--- src/rtl/mastermind_fsm.sv ---
// Game sequencing FSM for the Mastermind datapath: code entry, guess entry,
// per-peg compare sweep, win/lose decision and synchronous restart.
//
// state      | meaning
// -----------+----------------------------------------------------------
// CODE       | load_code high, waiting for a press on code slot slot_idx
// CODE_WAIT  | code slot pressed, waiting for button release
// GUESS      | load_guess high, waiting for a press on guess slot slot_idx
// GUESS_WAIT | guess slot pressed, waiting for button release
// CMP        | compare strobe sweeping pegs 0..PEGS-1
// RESULT     | result_valid pulse, exact_match sampled, attempt counted
// END        | win/lose held, waiting for a press
// END_WAIT   | waiting for release before starting a new game
module mastermind_fsm #(
    parameter int PEGS      = 4,
    parameter int MAX_TRIES = 8,
    localparam int IDX_W    = ($clog2(PEGS) < 1) ? 1 : $clog2(PEGS),
    localparam int TRY_W    = ($clog2(MAX_TRIES + 1) < 1) ? 1 : $clog2(MAX_TRIES + 1)
) (
    input  logic             clk,
    input  logic             resetn,
    input  logic             load,
    input  logic             restart,
    input  logic             exact_match,
    output logic             load_code,
    output logic             load_guess,
    output logic [IDX_W-1:0] slot_idx,
    output logic             compare,
    output logic [IDX_W-1:0] compare_i,
    output logic             result_valid,
    output logic [TRY_W-1:0] attempt,
    output logic             win,
    output logic             lose
);

    localparam logic [2:0] S_CODE       = 3'd0;
    localparam logic [2:0] S_CODE_WAIT  = 3'd1;
    localparam logic [2:0] S_GUESS      = 3'd2;
    localparam logic [2:0] S_GUESS_WAIT = 3'd3;
    localparam logic [2:0] S_CMP        = 3'd4;
    localparam logic [2:0] S_RESULT     = 3'd5;
    localparam logic [2:0] S_END        = 3'd6;
    localparam logic [2:0] S_END_WAIT   = 3'd7;

    localparam logic [IDX_W-1:0] LAST_IDX = IDX_W'(PEGS - 1);
    localparam logic [TRY_W-1:0] MAX_T    = TRY_W'(MAX_TRIES);

    logic [2:0]       state;
    logic [IDX_W-1:0] slot_q;
    logic [IDX_W-1:0] cmp_q;
    logic [TRY_W-1:0] attempt_q;
    logic             win_q;
    logic             lose_q;
    logic [TRY_W-1:0] attempt_inc;

    // Saturating increment so attempt can never exceed MAX_TRIES
    always_comb begin
        attempt_inc = attempt_q;
        if (attempt_q != MAX_T) begin
            attempt_inc = attempt_q + TRY_W'(1);
        end
    end

    // State and counter update; restart overrides every state action
    always_ff @(posedge clk or negedge resetn) begin
        if (!resetn) begin
            state     <= S_CODE;
            slot_q    <= '0;
            cmp_q     <= '0;
            attempt_q <= '0;
            win_q     <= 1'b0;
            lose_q    <= 1'b0;
        end else if (restart) begin
            state     <= S_CODE;
            slot_q    <= '0;
            cmp_q     <= '0;
            attempt_q <= '0;
            win_q     <= 1'b0;
            lose_q    <= 1'b0;
        end else begin
            case (state)
                S_CODE: begin
                    if (load) state <= S_CODE_WAIT;
                end
                S_CODE_WAIT: begin
                    if (!load) begin
                        if (slot_q == LAST_IDX) begin
                            slot_q <= '0;
                            state  <= S_GUESS;
                        end else begin
                            slot_q <= slot_q + IDX_W'(1);
                            state  <= S_CODE;
                        end
                    end
                end
                S_GUESS: begin
                    if (load) state <= S_GUESS_WAIT;
                end
                S_GUESS_WAIT: begin
                    if (!load) begin
                        if (slot_q == LAST_IDX) begin
                            slot_q <= '0;
                            cmp_q  <= '0;
                            state  <= S_CMP;
                        end else begin
                            slot_q <= slot_q + IDX_W'(1);
                            state  <= S_GUESS;
                        end
                    end
                end
                S_CMP: begin
                    if (cmp_q == LAST_IDX) begin
                        cmp_q <= '0;
                        state <= S_RESULT;
                    end else begin
                        cmp_q <= cmp_q + IDX_W'(1);
                    end
                end
                S_RESULT: begin
                    attempt_q <= attempt_inc;
                    if (exact_match) begin
                        win_q <= 1'b1;
                        state <= S_END;
                    end else if (attempt_inc == MAX_T) begin
                        lose_q <= 1'b1;
                        state  <= S_END;
                    end else begin
                        state <= S_GUESS;
                    end
                end
                S_END: begin
                    if (load) state <= S_END_WAIT;
                end
                S_END_WAIT: begin
                    if (!load) begin
                        state     <= S_CODE;
                        slot_q    <= '0;
                        attempt_q <= '0;
                        win_q     <= 1'b0;
                        lose_q    <= 1'b0;
                    end
                end
                default: begin
                    state     <= S_CODE;
                    slot_q    <= '0;
                    cmp_q     <= '0;
                    attempt_q <= '0;
                    win_q     <= 1'b0;
                    lose_q    <= 1'b0;
                end
            endcase
        end
    end

    // Moore outputs decoded from state and counters
    assign load_code    = (state == S_CODE);
    assign load_guess   = (state == S_GUESS);
    assign slot_idx     = slot_q;
    assign compare      = (state == S_CMP);
    assign compare_i    = (state == S_CMP) ? cmp_q : '0;
    assign result_valid = (state == S_RESULT);
    assign attempt      = attempt_q;
    assign win          = win_q;
    assign lose         = lose_q;

endmodule

--- config.mk ---
export PLATFORM = sky130hd
export DESIGN_NAME = mastermind_fsm
export DESIGN_NICKNAME = d
export VERILOG_FILES = /design/src/rtl/mastermind_fsm.sv
export SDC_FILE = /design/constraint.sdc
export NUM_CORES = 1
export LEC_CHECK = 0
export ABC_AREA = 1
export CORE_ASPECT_RATIO = 1.25
export CORE_MARGIN = 10
export CORE_UTILIZATION = 50
export CTS_BUF_LIST = sky130_fd_sc_hd__clkbuf_8
export DETAILED_ROUTE_END_ITERATION = 16
export PLACE_DENSITY = 0.79
export SYNTH_ARGS = -nofsm -noshare
export SYNTH_HDL_FRONTEND = slang
export SYNTH_SLANG_ARGS = --single-unit
--- constraint.sdc ---
create_clock -name clk -period 2.61 [get_ports clk]
set_input_delay 0.6525 -clock clk [delete_from_list [all_inputs] [get_ports clk]]
set_output_delay 0.6525 -clock clk [all_outputs]
set_load 0.05 [all_outputs]
==> run metrics, run 1 <==
status completed; Longest Clk Path Bufs 2; Cell variety after synth 23; Clock Tree Root clkbuf_8; worst path arrival time 1.82 ns; Routed Wire Length 2110 um; Primary FF master, synth dfrtp_1; post_cts resized 0; Max FO, Critical Path 6; dpl hpwl 1656 um; Die Y 66.76 um; CP Capture Type output port; initial antenna violation count 0; combinational power share 26.5%; DRT iter0 DRCs 24; area leader, netlist dfrtp_1; Seq/Total Area, Yosys 37.20%; routed vias 874; Leakage 0.5356 nW; DRC Markers 0; DIE AREA 3832 sq um; largest net degree at the start of global routing 14; # hold bufs at CTS 0; GPL Wtd Cong 0.8998; Num CTS Buffers 3; synth warn 0; Internal Power 371.2 uW; worst vdd ir 0.0005030 V; Least-Margin Pin Slew 0.6110 ns; Psw 200.3 uW; most instantiated cells after synthesis 24 x nand2_1, 18 x inv_1, 14 x nor2_1; final setup vio count 0; grt ovf 0; vias in the first global route 925; vias per std cell 5.463; post-route minimum period 2.477 ns; Storage cell area 325.3 sq um; postcts setup bufs 0; slew margin rel. 59.14%; Area contributors post-synth dfrtp_1 37%, nand2_1 10%, inv_1 7.7%; Avg Cell Area, Syn 7.228 sq um; CP Class flop to output port; worst hold margin 0.4775 ns; startpoint types flop; share of cells above drive strength 1 12.68%; max-cap violations 0; number of diodes 0; register share of total power 41.1%; Post-synth EDFFs 0; RSZ-0062 raised after global routing no; Seq cells post-synth 13; Antenna Nets Post-Route 0; hold endpoint lose; Yosys top cell area share 37.20%; r2r startpoint state[0]; Pwr Density 519.7 nW/um^2; worst hold path class flop to flop; asr flop ratio synth 100.0%; Final #Nets 152; IO Pins 19; H-Tree Depth 1; clk sinks 13; Mapped Area 874.6 sq um; Final Max Tran Viols 0; switching portion of total power 35.05%; r2r endpoint win; fin util 67.82%; HP Start lose; first-pass GRT wire length 3843 um; cell with the most instances after synthesis nand2_1; Hold Path Stages 2; multi-input logic area 456.7 sq um; Setup Skew 0.002862 ns; CTS tree yes; reg2reg setup slack 1.10 ns; fill count 134; wire per inst 13.19 um; Fmax 403.7 MHz; Worst EP required 1.96 ns; placement row count 16; Clk pin slew, worst setup/hold paths 0.06 ns; clock share of power 32.4%; starting density of the core 53.94%; final hold viol count 0; crit share post-route 94.90%; drt pass-1 iters 4; Post-Synthesis Cells 121; P&R area growth vs syn 25.75%; Synth Net Count 130; Tot Pwr 571.5 uW; core area 1622 sq um; worst r2r path cells 6; Clock Latency Late Sink 0.25 ns; Total GRT Usage 12.08%; Die Width 57.41 um; IO buf count 18
==> sequential cells by signal (all words and copies together) (netlist names) <==
register  cells
lose          1
slot_idx      2
win           1
cmp_q         2
state         3
attempt       4
==> placed cells by master, fill, tap and decap left out <==
| master | count |
|---|---|
| nand2_1 | 24 |
| inv_1 | 18 |
| nor2_1 | 14 |
| nand3_1 | 13 |
| dfrtp_1 | 13 |
| clkdlybuf4s50_1 | 13 |
| o21ai_0 | 7 |
| nand4_1 | 6 |
| nor3_1 | 5 |
| buf_4 | 5 |
| ha_1 | 4 |
| clkbuf_8 | 3 |
| inv_2 | 2 |
| or2_2 | 2 |
| o21ai_1 | 2 |
| nand2_2 | 1 |
| inv_4 | 1 |
| nand2_4 | 1 |
| nand3b_1 | 1 |
| a31oi_1 | 1 |
| a21oi_4 | 1 |
| nand3_2 | 1 |
| a21boi_1 | 1 |
| o32ai_1 | 1 |
| a21oi_1 | 1 |
| clkinv_2 | 1 |
==> worst max path at each step <==
| stage | cells past startpoint | slack (ns) | start | to |
|---|---|---|---|---|
| floorplan | 5 | -0.14 | state[1] | compare_i[0] |
| global placement | 4 | 0.44 | state[1] | compare |
| detailed placement | 9 | 0.41 | restart | state[1] |
| CTS | 4 | 0.13 | state[1] | compare |
| global route | 4 | 0.03 | state[1] | compare |
| finish | 4 | 0.13 | state[1] | compare |
==> worst max-delay path, stage by stage (launching register included) <==
cell	delay [ns]
dfrtp_1	0.44
inv_2	0.11
nand2_2	0.07
nor2_1	0.13
clkdlybuf4s50_1	0.82
==> layout make-up <==
type / count / share of cell area (%)
multi-input combinational: 86 / 41.52
timing repair buffer: 18 / 15.24
clock inverter: 1 / 0.4551
tap: 18 / 2.048
clock buffer: 3 / 3.754
inverter: 21 / 7.395
sequential: 13 / 29.58
==> stage by stage <==
stage          TNS, ns  std cells  instance area, sq um  setup WS, ns
2_1_floorplan  -0.2882        121                 874.6       -0.1441
3_3_place_gp         0        156                  1054        0.4377
3_5_place_dp         0        156                  1054        0.4069
4_1_cts              0        160                  1100        0.1318
5_1_grt              0        160                  1100       0.02582
6_report             0        160                  1100        0.1332
==> layer usage <==
layer / wire (um) / GRT usage (%) / vias to the layer above
li1: - / - / 435
met1: 878 / 12.40 / 411
met2: 1101 / 21.77 / 23
met3: 97 / 3.416 / 5
met4: 32 / 5.882 / 0
met5: 0 / 0 / -
==> power groups by stage <==
stage	Clock [mW]	Sequential [mW]	Combinational (mW)
final	0.185	0.235	0.152
after global routing	0.198	0.238	0.167
after CTS	0.192	0.235	0.154
after detailed placement	0	0.238	0.153
after global placement	0	0.237	0.151
after floorplan	0	0.266	0.0766
==> cells by family (layout without fill, tap and decap cells) <==
group           Yosys count  after routing  synth area share, %
simple gates             68             68                36.34
fa+ha+maj                 4              4                5.723
buf+inv                  22             43                10.59
compound gates           14             14                10.16
flops                    13             13                37.20
No activity file was read; power rests on OpenSTA's default activity.
==> run 2, diff against run 1 <==
- CTS_CLUSTER_SIZE: default -> 10
==> results of run 2 <==
Same layout as run 1: the final DEF is identical, and so are final timing and power.
==> run 3, diff against run 2 <==
- SKIP_CTS_REPAIR_TIMING: default -> 1
- clock period: 2.61 -> 2.8 ns (I/O delays scaled with it)
==> run metrics, run 3 (synthesized netlist as in run 1, its figures left out) <==
Clock Tree Root clkbuf_8; Setup Skew 0.003355 ns (+0.0004929 ns); Die Width 57.41 um (unchanged); fin util 68.83% (+1.0 points); dpl hpwl 1616 um (-2.4%); Routed Wire Length 2050 um (-2.8%); Max FO, Critical Path 6 (unchanged); slew margin rel. 60.48% (+1.3 points); Num CTS Buffers 3 (unchanged); Critical Path Sink result_valid; most common cell after layout, fill and taps aside nand2_1; Least-Margin Pin Slew 0.5910 ns (-0.02000 ns); DIE AREA 3832 sq um (unchanged); final setup vio count 0 (unchanged); Final Max Tran Viols 0 (unchanged); Tot Pwr 526.3 uW (-7.9%); Total Neg Setup Slack 0 ns (unchanged); DRC Markers 0 (unchanged); IO buf count 18 (unchanged); post-route minimum period 2.668 ns; Crit-path slowest cell clkdlybuf4s50_1; number of diodes 0 (unchanged); clk sinks 13 (unchanged); r2r endpoint lose; grt ovf 0 (unchanged); CP Class flop to output port; Fmax 374.8 MHz; fill count 119 (-11%); worst path arrival time 1.97 ns (+0.15 ns); Largest register FFs 4 (unchanged); IO Pins 19 (unchanged); vias in the first global route 834 (-9.8%); crit-path cells inv_2 -> nand2_2 -> inv_4 -> nand2_4 -> inv_1 -> clkdlybuf4s50_1; wire per inst 12.81 um (-2.8%); reg2reg setup slack 1.29 ns (+0.19 ns); largest net degree at the start of global routing 14 (unchanged); max incr delay on CP 0.81 ns (about the same); commonest non-fill, non-tap cells in the layout 24 x nand2_1, 19 x inv_1, 16 x clkdlybuf4s50_1; max-cap violations 0 (unchanged); GPL Wtd Cong 0.8166 (-9.2%); RSZ-0062 raised after global routing no; Final #Nets 152 (unchanged); status completed; vias per std cell 5.450 (-0.23%); core area 1622 sq um (unchanged); Leakage 0.5658 nW (+5.6%); first-pass GRT wire length 3608 um (-6.1%); crit share post-route 95.28%; share of cells above drive strength 1 8.451% (-4.2 points); routed vias 872 (-0.23%); initial antenna violation count 0 (unchanged); Total GRT Usage 11.53% (-0.55 points); starting density of the core 53.94% (unchanged); worst hold path class flop to flop; placement row count 16 (unchanged); Antenna Nets Post-Route 0 (unchanged); P&R area growth vs syn 27.61%; H-Tree Depth 1 (unchanged); CP Capture Type output port; worst vdd ir 0.0003468 V (-31%); Longest Clk Path Bufs 2 (unchanged); CTS tree yes; r2r startpoint attempt[0]; DRT iter0 DRCs 28 (+17%); pre-CTS setup slack 0.3743 ns (-0.03264 ns); Clk pin slew, worst setup/hold paths 0.06 ns (about the same); Critical Path Source state[1]; worst r2r path cells 11 (+5); final setup margin 0.1321 ns (-0.001130 ns); Worst EP required 2.10 ns (+0.14 ns); Pwr Density 471.6 nW/um^2 (-9.3%); drt pass-1 iters 4 (unchanged); Die Y 66.76 um (unchanged); startpoint types flop; Clock Latency Late Sink 0.24 ns (about the same); final hold viol count 0 (unchanged)
[run 3: changes by cell type in the layout (fill, tap and decap cells not counted), sizes merged]
cell / before / now
clkdlybuf4s50: 13 / 16
buf: 5 / 0
clkinv: 1 / 0
dlymetal6s2s: 0 / 2
inv: 21 / 22
[run 3: critical path: cells and delay by family (launching register included)]
family                 cells  cell delay [ns]
buffers and inverters      4             1.13
flip-flops                 1             0.45
AND/OR/NAND/NOR            2             0.15
[run 3: final cells by class]
cell class,count,area [sq um],area share (%)
well taps,18,22.52,2.018
clock buffers,3,41.29,3.700
repair buffers,18,185.2,16.59
multi-input cells,86,456.7,40.92
flip-flops and latches,13,325.3,29.15
clock inverters,1,3.754,0.3363
inverters,21,81.33,7.287
[run 3: metrics by stage]
step / instances / instance area (sq um) / hold WS (ns)
final: 160 / 1116 / 0.4925
after CTS: 160 / 1111 / 0.4808
after floorplan: 121 / 874.6 / 0.4044
after detailed placement: 156 / 1066 / 0.4666
after global placement: 156 / 1066 / 0.4566
after global routing: 160 / 1116 / 0.4985
[run 3: worst min-delay path by stage]
| stage | start | endpoint | slack (ns) | cells after the start |
|---|---|---|---|---|
| 4_1_cts | lose | lose | 0.48 | 2 |
| 6_report | lose | lose | 0.49 | 2 |
| 3_3_place_gp | lose | lose | 0.46 | 2 |
| 3_5_place_dp | lose | lose | 0.47 | 2 |
| 2_1_floorplan | resetn | attempt[0] | 0.40 | 0 |
| 5_1_grt | lose | lose | 0.50 | 2 |
[run 3: where the power goes]
group	switching, mW	internal, mW	total (mW)
clock	0.0665	0.0968	0.163
sequential	0.0200	0.200	0.220
combinational	0.0946	0.0482	0.143
total	0.181	0.345	0.526
[run 3: per-layer routing]
layer  track usage (%)  share of wire, %
met4             6.471               1.7
met5                 0                 0
met3             4.364               8.6
met1             11.93                40
met2             19.49                49
